File: config.mk
export PLATFORM = sky130hd
export DESIGN_NAME = pipe_ctrl
export DESIGN_NICKNAME = d
export VERILOG_FILES = /design/src/rtl/pipe_ctrl_pkg.sv /design/src/rtl/pipe_ctrl_perf.sv /design/src/rtl/pipe_ctrl.sv
export SDC_FILE = /design/constraint.sdc
export NUM_CORES = 1
export LEC_CHECK = 0
export ABC_AREA = 0
export BUFFER_PORTS_ARGS = -buffer_cell sky130_fd_sc_hd__buf_2
export CAP_MARGIN = 20
export CORE_MARGIN = 5
export CORE_UTILIZATION = 37
export DETAILED_ROUTE_END_ITERATION = 8
export PLACE_DENSITY = 0.8
export REMOVE_ABC_BUFFERS = 1
export SYNTH_ARGS = -nofsm -noshare
export SYNTH_HDL_FRONTEND = slang
export SYNTH_SLANG_ARGS = --single-unit
File: constraint.sdc
create_clock -name clk -period 1.9 [get_ports clk]
set_clock_uncertainty 0.2 [all_clocks]
set_input_delay 0.285 -clock clk [delete_from_list [all_inputs] [get_ports clk]]
set_output_delay 0.285 -clock clk [all_outputs]
set_load 0.05 [all_outputs]
File: src/rtl/pipe_ctrl_pkg.sv
// pipe_ctrl_pkg: shared constants, types and helpers for the pipeline control unit.
//   - stage index constants STG_IF..STG_WB (bit positions in stall/flush vectors)
//   - PIPE_STATE_WIDTH and the FSM state encodings PIPE_RUN / PIPE_MEM_WAIT / PIPE_DRAIN
//   - per-case stall/flush masks and helpers that build a control bundle
package pipe_ctrl_pkg;

   localparam int STG_IF  = 0;
   localparam int STG_ID  = 1;
   localparam int STG_EX  = 2;
   localparam int STG_MEM = 3;
   localparam int STG_WB  = 4;
   localparam int STG_NUM = 5;

   localparam int PIPE_STATE_WIDTH = 2;

   typedef enum logic [PIPE_STATE_WIDTH-1:0] {
      PIPE_RUN      = 2'd0,
      PIPE_MEM_WAIT = 2'd1,
      PIPE_DRAIN    = 2'd2
   } pipe_state_e;

   typedef logic [STG_NUM-1:0] stg_vec_t;

   localparam stg_vec_t STG_NONE    = 5'b00000;
   localparam stg_vec_t STG_ALL     = 5'b11111;
   localparam stg_vec_t TRAP_FLUSH  = 5'b01111;
   localparam stg_vec_t MEM_STALL   = 5'b01111;
   localparam stg_vec_t MEM_FLUSH   = 5'b10000;
   localparam stg_vec_t BR_FLUSH    = 5'b00011;
   localparam stg_vec_t LU_STALL    = 5'b00011;
   localparam stg_vec_t LU_FLUSH    = 5'b00100;
   localparam stg_vec_t IC_STALL    = 5'b00001;
   localparam stg_vec_t IC_FLUSH    = 5'b00010;
   localparam stg_vec_t DRAIN_STALL = 5'b00001;
   localparam stg_vec_t DRAIN_FLUSH = 5'b01110;

   typedef struct packed {
      stg_vec_t stall;
      stg_vec_t flush;
      logic     pc_hold;
   } pipe_ctl_t;

   function automatic pipe_ctl_t make_ctl(input stg_vec_t stall, input stg_vec_t flush,
                                          input logic pc_hold);
      pipe_ctl_t c;
      c.stall   = stall;
      c.flush   = flush;
      c.pc_hold = pc_hold;
      return c;
   endfunction

   // Lower-priority RUN cases (below trap and dcache); shared by RUN and
   // the MEM_WAIT release cycle.
   function automatic pipe_ctl_t run_minor(input logic branch, input logic hazard,
                                           input logic icache);
      pipe_ctl_t c;
      if (branch)      c = make_ctl(STG_NONE, BR_FLUSH, 1'b0);
      else if (hazard) c = make_ctl(LU_STALL, LU_FLUSH, 1'b1);
      else if (icache) c = make_ctl(IC_STALL, IC_FLUSH, 1'b1);
      else             c = make_ctl(STG_NONE, STG_NONE, 1'b0);
      return c;
   endfunction

endpackage

File: src/rtl/pipe_ctrl_perf.sv
// pipe_ctrl_perf: two saturating performance counters.
// Ports:
//   clk, rst_n          clock, async active-low reset
//   stall_en, flush_en  count enable for this cycle
//   stall_cnt, flush_cnt  counter values (saturate at all ones)
module pipe_ctrl_perf #(
   parameter int CNT_WIDTH = 32
) (
   input  logic                 clk,
   input  logic                 rst_n,
   input  logic                 stall_en,
   input  logic                 flush_en,
   output logic [CNT_WIDTH-1:0] stall_cnt,
   output logic [CNT_WIDTH-1:0] flush_cnt
);

   logic [CNT_WIDTH-1:0] stall_cnt_q, stall_cnt_d;
   logic [CNT_WIDTH-1:0] flush_cnt_q, flush_cnt_d;

   always_comb begin
      stall_cnt_d = stall_cnt_q;
      flush_cnt_d = flush_cnt_q;
      if (stall_en && (stall_cnt_q != '1)) stall_cnt_d = stall_cnt_q + CNT_WIDTH'(1);
      if (flush_en && (flush_cnt_q != '1)) flush_cnt_d = flush_cnt_q + CNT_WIDTH'(1);
   end

   always_ff @(posedge clk or negedge rst_n) begin
      if (!rst_n) begin
         stall_cnt_q <= '0;
         flush_cnt_q <= '0;
      end else begin
         stall_cnt_q <= stall_cnt_d;
         flush_cnt_q <= flush_cnt_d;
      end
   end

   assign stall_cnt = stall_cnt_q;
   assign flush_cnt = flush_cnt_q;

endmodule

File: src/rtl/pipe_ctrl.sv
// pipe_ctrl: pipeline control unit for the five-stage core. Turns hazard,
// cache-busy, branch-redirect and trap requests into per-stage stall/flush
// strobes and a PC hold. Outputs are combinational from registered state,
// drain counter and current inputs.
// Ports:
//   clk, rst_n                      clock, async active-low reset
//   DecodeHazard_StallReq           load-use stall request
//   Icache_Busy, Dcache_Busy        fetch / Mem-stage access pending
//   EX_BranchTaken, Trap_Req        redirect / trap accepted at Mem
//   PipeCtrl_Stall, PipeCtrl_Flush  per-stage hold / bubble (bit0=IF .. bit4=WB)
//   PipeCtrl_PcHold                 PC hold
//   PipeCtrl_State                  current FSM state
//   PipeCtrl_StallCnt/FlushCnt      perf counters
// Build option: define PIPE_CTRL_PERF_EN to instantiate the perf counters;
// otherwise the count ports read 0.
//
// state         | meaning
// PIPE_RUN      | normal flow, priority trap > dcache > branch > hazard > icache
// PIPE_MEM_WAIT | back end held while the Mem-stage access is pending
// PIPE_DRAIN    | front end held for DRAIN_CYCLES after a trap flush
// (encoding 3)  | unreachable, behaves as PIPE_RUN
module pipe_ctrl
   import pipe_ctrl_pkg::*;
#(
   parameter int STAGE_NUM    = 5,
   parameter int DRAIN_CYCLES = 3,
   parameter int CNT_WIDTH    = 32
) (
   input  logic                        clk,
   input  logic                        rst_n,
   input  logic                        DecodeHazard_StallReq,
   input  logic                        Icache_Busy,
   input  logic                        Dcache_Busy,
   input  logic                        EX_BranchTaken,
   input  logic                        Trap_Req,
   output logic [STAGE_NUM-1:0]        PipeCtrl_Stall,
   output logic [STAGE_NUM-1:0]        PipeCtrl_Flush,
   output logic                        PipeCtrl_PcHold,
   output logic [PIPE_STATE_WIDTH-1:0] PipeCtrl_State,
   output logic [CNT_WIDTH-1:0]        PipeCtrl_StallCnt,
   output logic [CNT_WIDTH-1:0]        PipeCtrl_FlushCnt
);

   localparam int DRAIN_W = (DRAIN_CYCLES > 1) ? $clog2(DRAIN_CYCLES) : 1;

   pipe_state_e        state_q, state_d;
   logic [DRAIN_W-1:0] drain_q, drain_d;
   pipe_ctl_t          ctl_c;

   always_comb begin
      ctl_c   = make_ctl(STG_NONE, STG_NONE, 1'b0);
      state_d = state_q;
      drain_d = drain_q;
      case (state_q)
         PIPE_MEM_WAIT: begin
            // Trap is not taken here even on the release cycle; its source
            // holds it and it is accepted once back in RUN.
            if (Dcache_Busy) begin
               ctl_c = make_ctl(MEM_STALL, MEM_FLUSH, 1'b1);
            end else begin
               ctl_c   = run_minor(EX_BranchTaken, DecodeHazard_StallReq, Icache_Busy);
               state_d = PIPE_RUN;
            end
         end
         PIPE_DRAIN: begin
            ctl_c = make_ctl(DRAIN_STALL, DRAIN_FLUSH, 1'b1);
            if (drain_q == '0) state_d = PIPE_RUN;
            else               drain_d = drain_q - DRAIN_W'(1);
         end
         default: begin
            state_d = PIPE_RUN;
            if (Trap_Req) begin
               ctl_c   = make_ctl(STG_NONE, TRAP_FLUSH, 1'b0);
               state_d = PIPE_DRAIN;
               drain_d = DRAIN_W'(DRAIN_CYCLES - 1);
            end else if (Dcache_Busy) begin
               ctl_c   = make_ctl(MEM_STALL, MEM_FLUSH, 1'b1);
               state_d = PIPE_MEM_WAIT;
            end else begin
               ctl_c = run_minor(EX_BranchTaken, DecodeHazard_StallReq, Icache_Busy);
            end
         end
      endcase
      // Reset forces every pipeline register to a bubble and freezes the PC.
      if (!rst_n) ctl_c = make_ctl(STG_NONE, STG_ALL, 1'b1);
   end

   always_ff @(posedge clk or negedge rst_n) begin
      if (!rst_n) begin
         state_q <= PIPE_RUN;
         drain_q <= '0;
      end else begin
         state_q <= state_d;
         drain_q <= drain_d;
      end
   end

   assign PipeCtrl_Stall  = ctl_c.stall;
   assign PipeCtrl_Flush  = ctl_c.flush;
   assign PipeCtrl_PcHold = ctl_c.pc_hold;
   assign PipeCtrl_State  = state_q;

`ifdef PIPE_CTRL_PERF_EN
   pipe_ctrl_perf #(
      .CNT_WIDTH (CNT_WIDTH)
   ) u_perf (
      .clk       (clk),
      .rst_n     (rst_n),
      .stall_en  (|ctl_c.stall),
      .flush_en  (|ctl_c.flush),
      .stall_cnt (PipeCtrl_StallCnt),
      .flush_cnt (PipeCtrl_FlushCnt)
   );
`else
   assign PipeCtrl_StallCnt = '0;
   assign PipeCtrl_FlushCnt = '0;
`endif

endmodule

# Word-level counts from Yosys, hierarchy flattened
# Cells that the tools add are included.
# word_totals
regBits	4
in_bits	7
word_cells	28
# classes
addsub	1
n_eq_ne	5
n_mux	15
n_bitwise	1
reduce_logical	4
# op_table
cell	count
11-bit two-way mux	5
11-bit case mux with 2 select lines	1
2-bit two-way mux	5
2-bit case mux with 2 select lines	2
7-bit two-way mux	1
2-bit != test (second input constant)	3
3-bit AND reduction	1
2-bit by 1-bit == test with 1-bit output (second input constant)	1
2-bit == test (second input constant)	1
2-bit zero test	1
2-bit AND reduction	1
2-bit nonzero test	1
2-bit by 1-bit subtractor with 2-bit output (second input constant)	1
1-bit two-way mux	1
1-bit inverter	1

# Depth between registers and ports, before layout
# depth
word_depth	7
depth_mapped	7

# Least setup slack after synthesis
# No wires, ideal clock.
# synth_path
path_kind	reg-to-output
start	register state_q[0], in the netlist PipeCtrl_State[0]
end	output port PipeCtrl_Stall[0]
arrival_ps	2506
t_required_ps	1415
slack_ps	-1091
path_stages_with_launch	6
n_path_buf	0
path_cell_list	dfrtp_1 > inv_1 > ha_1 > nand2b_4 > o211a_1 > nor3_1
# synth_between
elab_chain_len	3
word_cells_on_any_way	4
cone_classes	eq/ne: 2; mux: 2
# synth_rtl
element	line	source
start: declaration	pipe_ctrl.sv:46	pipe_state_e state_q, state_d;
start signal: assignment	pipe_ctrl.sv:93	state_q <= state_d;
2-bit == test / 2-bit by 1-bit == test with 1-bit output (equally long branches)	pipe_ctrl.sv:54	case (state_q)
11-bit case mux with 2 select lines *	pipe_ctrl.sv:54	
11-bit two-way mux *	pipe_ctrl.sv:85	if (!rst_n) ctl_c = make_ctl(STG_NONE, STG_ALL, 1'b1);
end: declaration	pipe_ctrl.sv:36	output logic [STAGE_NUM-1:0] PipeCtrl_Stall,
# Mark *: on every way between the ends. The rest lies on a longest branch, timed or not.

# Final worst setup path
# layout_path
start	register state_q[1], in the netlist PipeCtrl_State[1]
end	output port PipeCtrl_Stall[0]
# Same word-level chain as after synthesis.

==> impl_metrics.json <==
{
  "clock_latency_ns": 0.23,
  "wl_per_cell_um": 10.7,
  "synth_fa_ha_area_frac": 0.0411,
  "fin_crit_sh": 1.15,
  "via_count": 706,
  "io_buffers": 18,
  "pre_cts_ws_ns": -0.0992,
  "n_antenna_cell": 0,
  "gp_congestion": 0.756,
  "crit_arrival_ns": 1.70,
  "drc": 0,
  "io_pins": 84,
  "wl_um": 1960,
  "cts_made_buffers": 3,
  "start_util": 0.379,
  "die_h_um": 59.7,
  "synth-compound-area-share": 0.123,
  "status": "finished, violations left",
  "ys_seq_area_frac": 0.110,
  "synth.distinct_cells": 25,
  "violations": "setup timing",
  "path_cells": "ha_4 > nand2b_4 > o211a_1 > nor3_1 > buf_4",
  "tns_ns": -1.93,
  "slew_violations": 0,
  "syn_area_um2": 913,
  "core-area_mm2": 0.00241,
  "power.density_mw_per_mm2": 1940,
  "grt_start_max_net_pins": 9,
  "clk_pin_slew_ns": 0.04,
  "crit_path_top_delay_cell": "dfrtp_1",
  "vdd_drop_max_v": 0.00140,
  "ant_nets": 0,
  "overflow": 0,
  "die_w_um": 59.7,
  "slowest_delay_ns": 0.40,
  "synth_top_family_by_area": "buffers and inverters",
  "num_rows": 18,
  "postSynthCellCount": 122,
  "maxCapViolations": 0,
  "synth_warnings": 0,
  "setup_viol": 10,
  "path_buf_inv": 1,
  "layout_min_cycle_time_ns": 2.19,
  "ys_ff_latch": 4,
  "cts_tree": "built",
  "synth_xor_area_frac": 0,
  "rsz0062_at_grt": "yes",
  "min_path_type": "in -> reg",
  "grt_pass1_vias": 624,
  "cp-end-kind": "output pin",
  "synthSimpleGateAreaFrac": 0.132,
  "hold_viol_final": 0,
  "fin_ws_ns": -0.287,
  "path_max_fanout": 2,
  "drive_gt1_frac": 0.322,
  "p_leak_nw": 0.596,
  "grt_pass1_wl_um": 2650,
  "fmax_mhz": 457,
  "antenna_found_initial": 0,
  "root_buffer": "clkbuf_4",
  "p_total_mw": 2.02,
  "muxShareOfSynthArea": 0.0110,
  "first_pass_iters": 4,
  "grt_usage": 0.0991,
  "drt_iter0_drc": 14,
  "post_synth.cell_area_avg_um2": 7.49,
  "hpwl_um": 1430,
  "clock_path_buffers": 2,
  "worstSetupPathType": "reg -> out",
  "critPathRequiredTime_ns": 1.41,
  "die-area_mm2": 0.00356,
  "htreeDepth": 1,
  "clkSinkCount": 4,
  "layout.nets": 164,
  "path_delay_family": "flip-flops",
  "synthToLayoutAreaGrowth_pct": 13.8,
  "start_kind": "flop",
  "vias_per_cell": 3.88
}
synthesized netlist by cell type:
master,count,share of area
a21oi_1,4,0.022
nand2_1,5,0.021
nand2b_1,2,0.014
and2_1,1,0.0069
o22ai_1,1,0.0069
inv_1,7,0.029
a22o_1,1,0.0096
and2b_1,1,0.0082
a2bb2oi_1,2,0.019
o21ai_0,2,0.011
o21ai_1,2,0.011
o21bai_1,1,0.0082
ha_1,3,0.041
a32o_1,1,0.011
nor2b_1,1,0.0069
dfrtp_1,4,0.11
buf_4,67,0.55
nor3_1,3,0.016
o31ai_2,1,0.014
mux2i_1,1,0.011
nand2b_4,1,0.015
nand3_2,1,0.011
conb_1,1,0.0041
nor2_1,8,0.033
o211a_1,1,0.011
state kept, by name (all words and copies together), names as in the netlist:
signal          flops
drain_q             2
PipeCtrl_State      2
worst paths after layout:
path	startpoint	end	slack (ns)	cells past startpoint
min in group asynchronous	rst_n	PipeCtrl_State[1]	0.43	2
max in group asynchronous	rst_n	drain_q[0]	0.89	2
setup reg to reg	PipeCtrl_State[1]	PipeCtrl_State[0]	0.11	6
setup / recovery	PipeCtrl_State[1]	PipeCtrl_Stall[0]	-0.29	5
hold / removal	Trap_Req	PipeCtrl_State[1]	0.22	3
hold reg to reg	drain_q[1]	drain_q[1]	0.36	1
timing repair:
item,4_1_cts,5_1_grt
endpoints found under the hold margin,4,0
buffers inserted,2,0
endpoints found under the setup margin,10,10
pin swaps,5,1
hold buffers,1,0
resized for setup,30,9
worst register-to-register path, cell delays in order, from the launching register on:
cell and delay (ns):
dfrtp_1 0.40, ha_4 0.25, buf_6 0.13, and2b_2 0.22
buf_4 0.13, buf_4 0.12, a32o_1 0.22
cell families (layout without fill, tap and decap cells):
family | after synthesis | count (layout)
other | 1 | 65
adders and majority gates | 3 | 3
DFF | 4 | 4
buffers and inverters | 74 | 40
AOI/OAI and AO/OA | 16 | 16
and+or+nand+nor | 23 | 23
muxes | 1 | 1
through the flow:
stage / hold slack [ns] / utilization / cell area [um^2] / std cells
2_1_floorplan: -0.211 / - / 651 / 119
3_3_place_gp: -0.0516 / 0.351 / 846 / 176
3_5_place_dp: -0.0503 / 0.351 / 846 / 176
4_1_cts: 0.225 / 0.413 / 996 / 182
5_1_grt: 0.260 / 0.431 / 1040 / 182
6_report: 0.224 / 0.431 / 1040 / 182
cells in the final DEF (no fill, tap or decap), types with 2 or more instances in the layout:
cell type / netlist / routed
conb_1: 1 / 65
buf_4: 67 / 12
buf_6: 0 / 9
buf_2: 0 / 8
nor2_1: 8 / 7
inv_1: 7 / 5
dfrtp_1: 4 / 4
a21oi_1: 4 / 4
nand2_1: 5 / 4
clkbuf_4: 0 / 3
inv_2: 0 / 2
nand2b_1: 2 / 2
o21ai_2: 0 / 2
nor3_1: 3 / 2
o21ai_1: 2 / 2
ha_4: 0 / 2
per-layer routing:
layer | vias up | GRT usage | wire length (um)
li1 | 320 | - | -
met1 | 325 | 0.104 | 619
met2 | 51 | 0.174 | 1020
met3 | 10 | 0.00864 | 211
met4 | 0 | 0.0854 | 107
met5 | - | 0 | 0
report_power, final:
part | internal [mW] | switching (mW)
logic | 0.627 | 1.13
clock network | 0.0705 | 0.0322
registers | 0.124 | 0.0290
total | 0.822 | 1.19
area by class of cell:
type | instances | area [um^2]
fillers | 231 | 1370
multi-input cells | 108 | 612
repair buffers | 30 | 241
flip-flops and latches | 4 | 100
well taps | 30 | 37.5
inverters | 7 | 26.3
clock buffers | 3 | 22.5
Note: power is estimated with default switching activity, not from simulation.
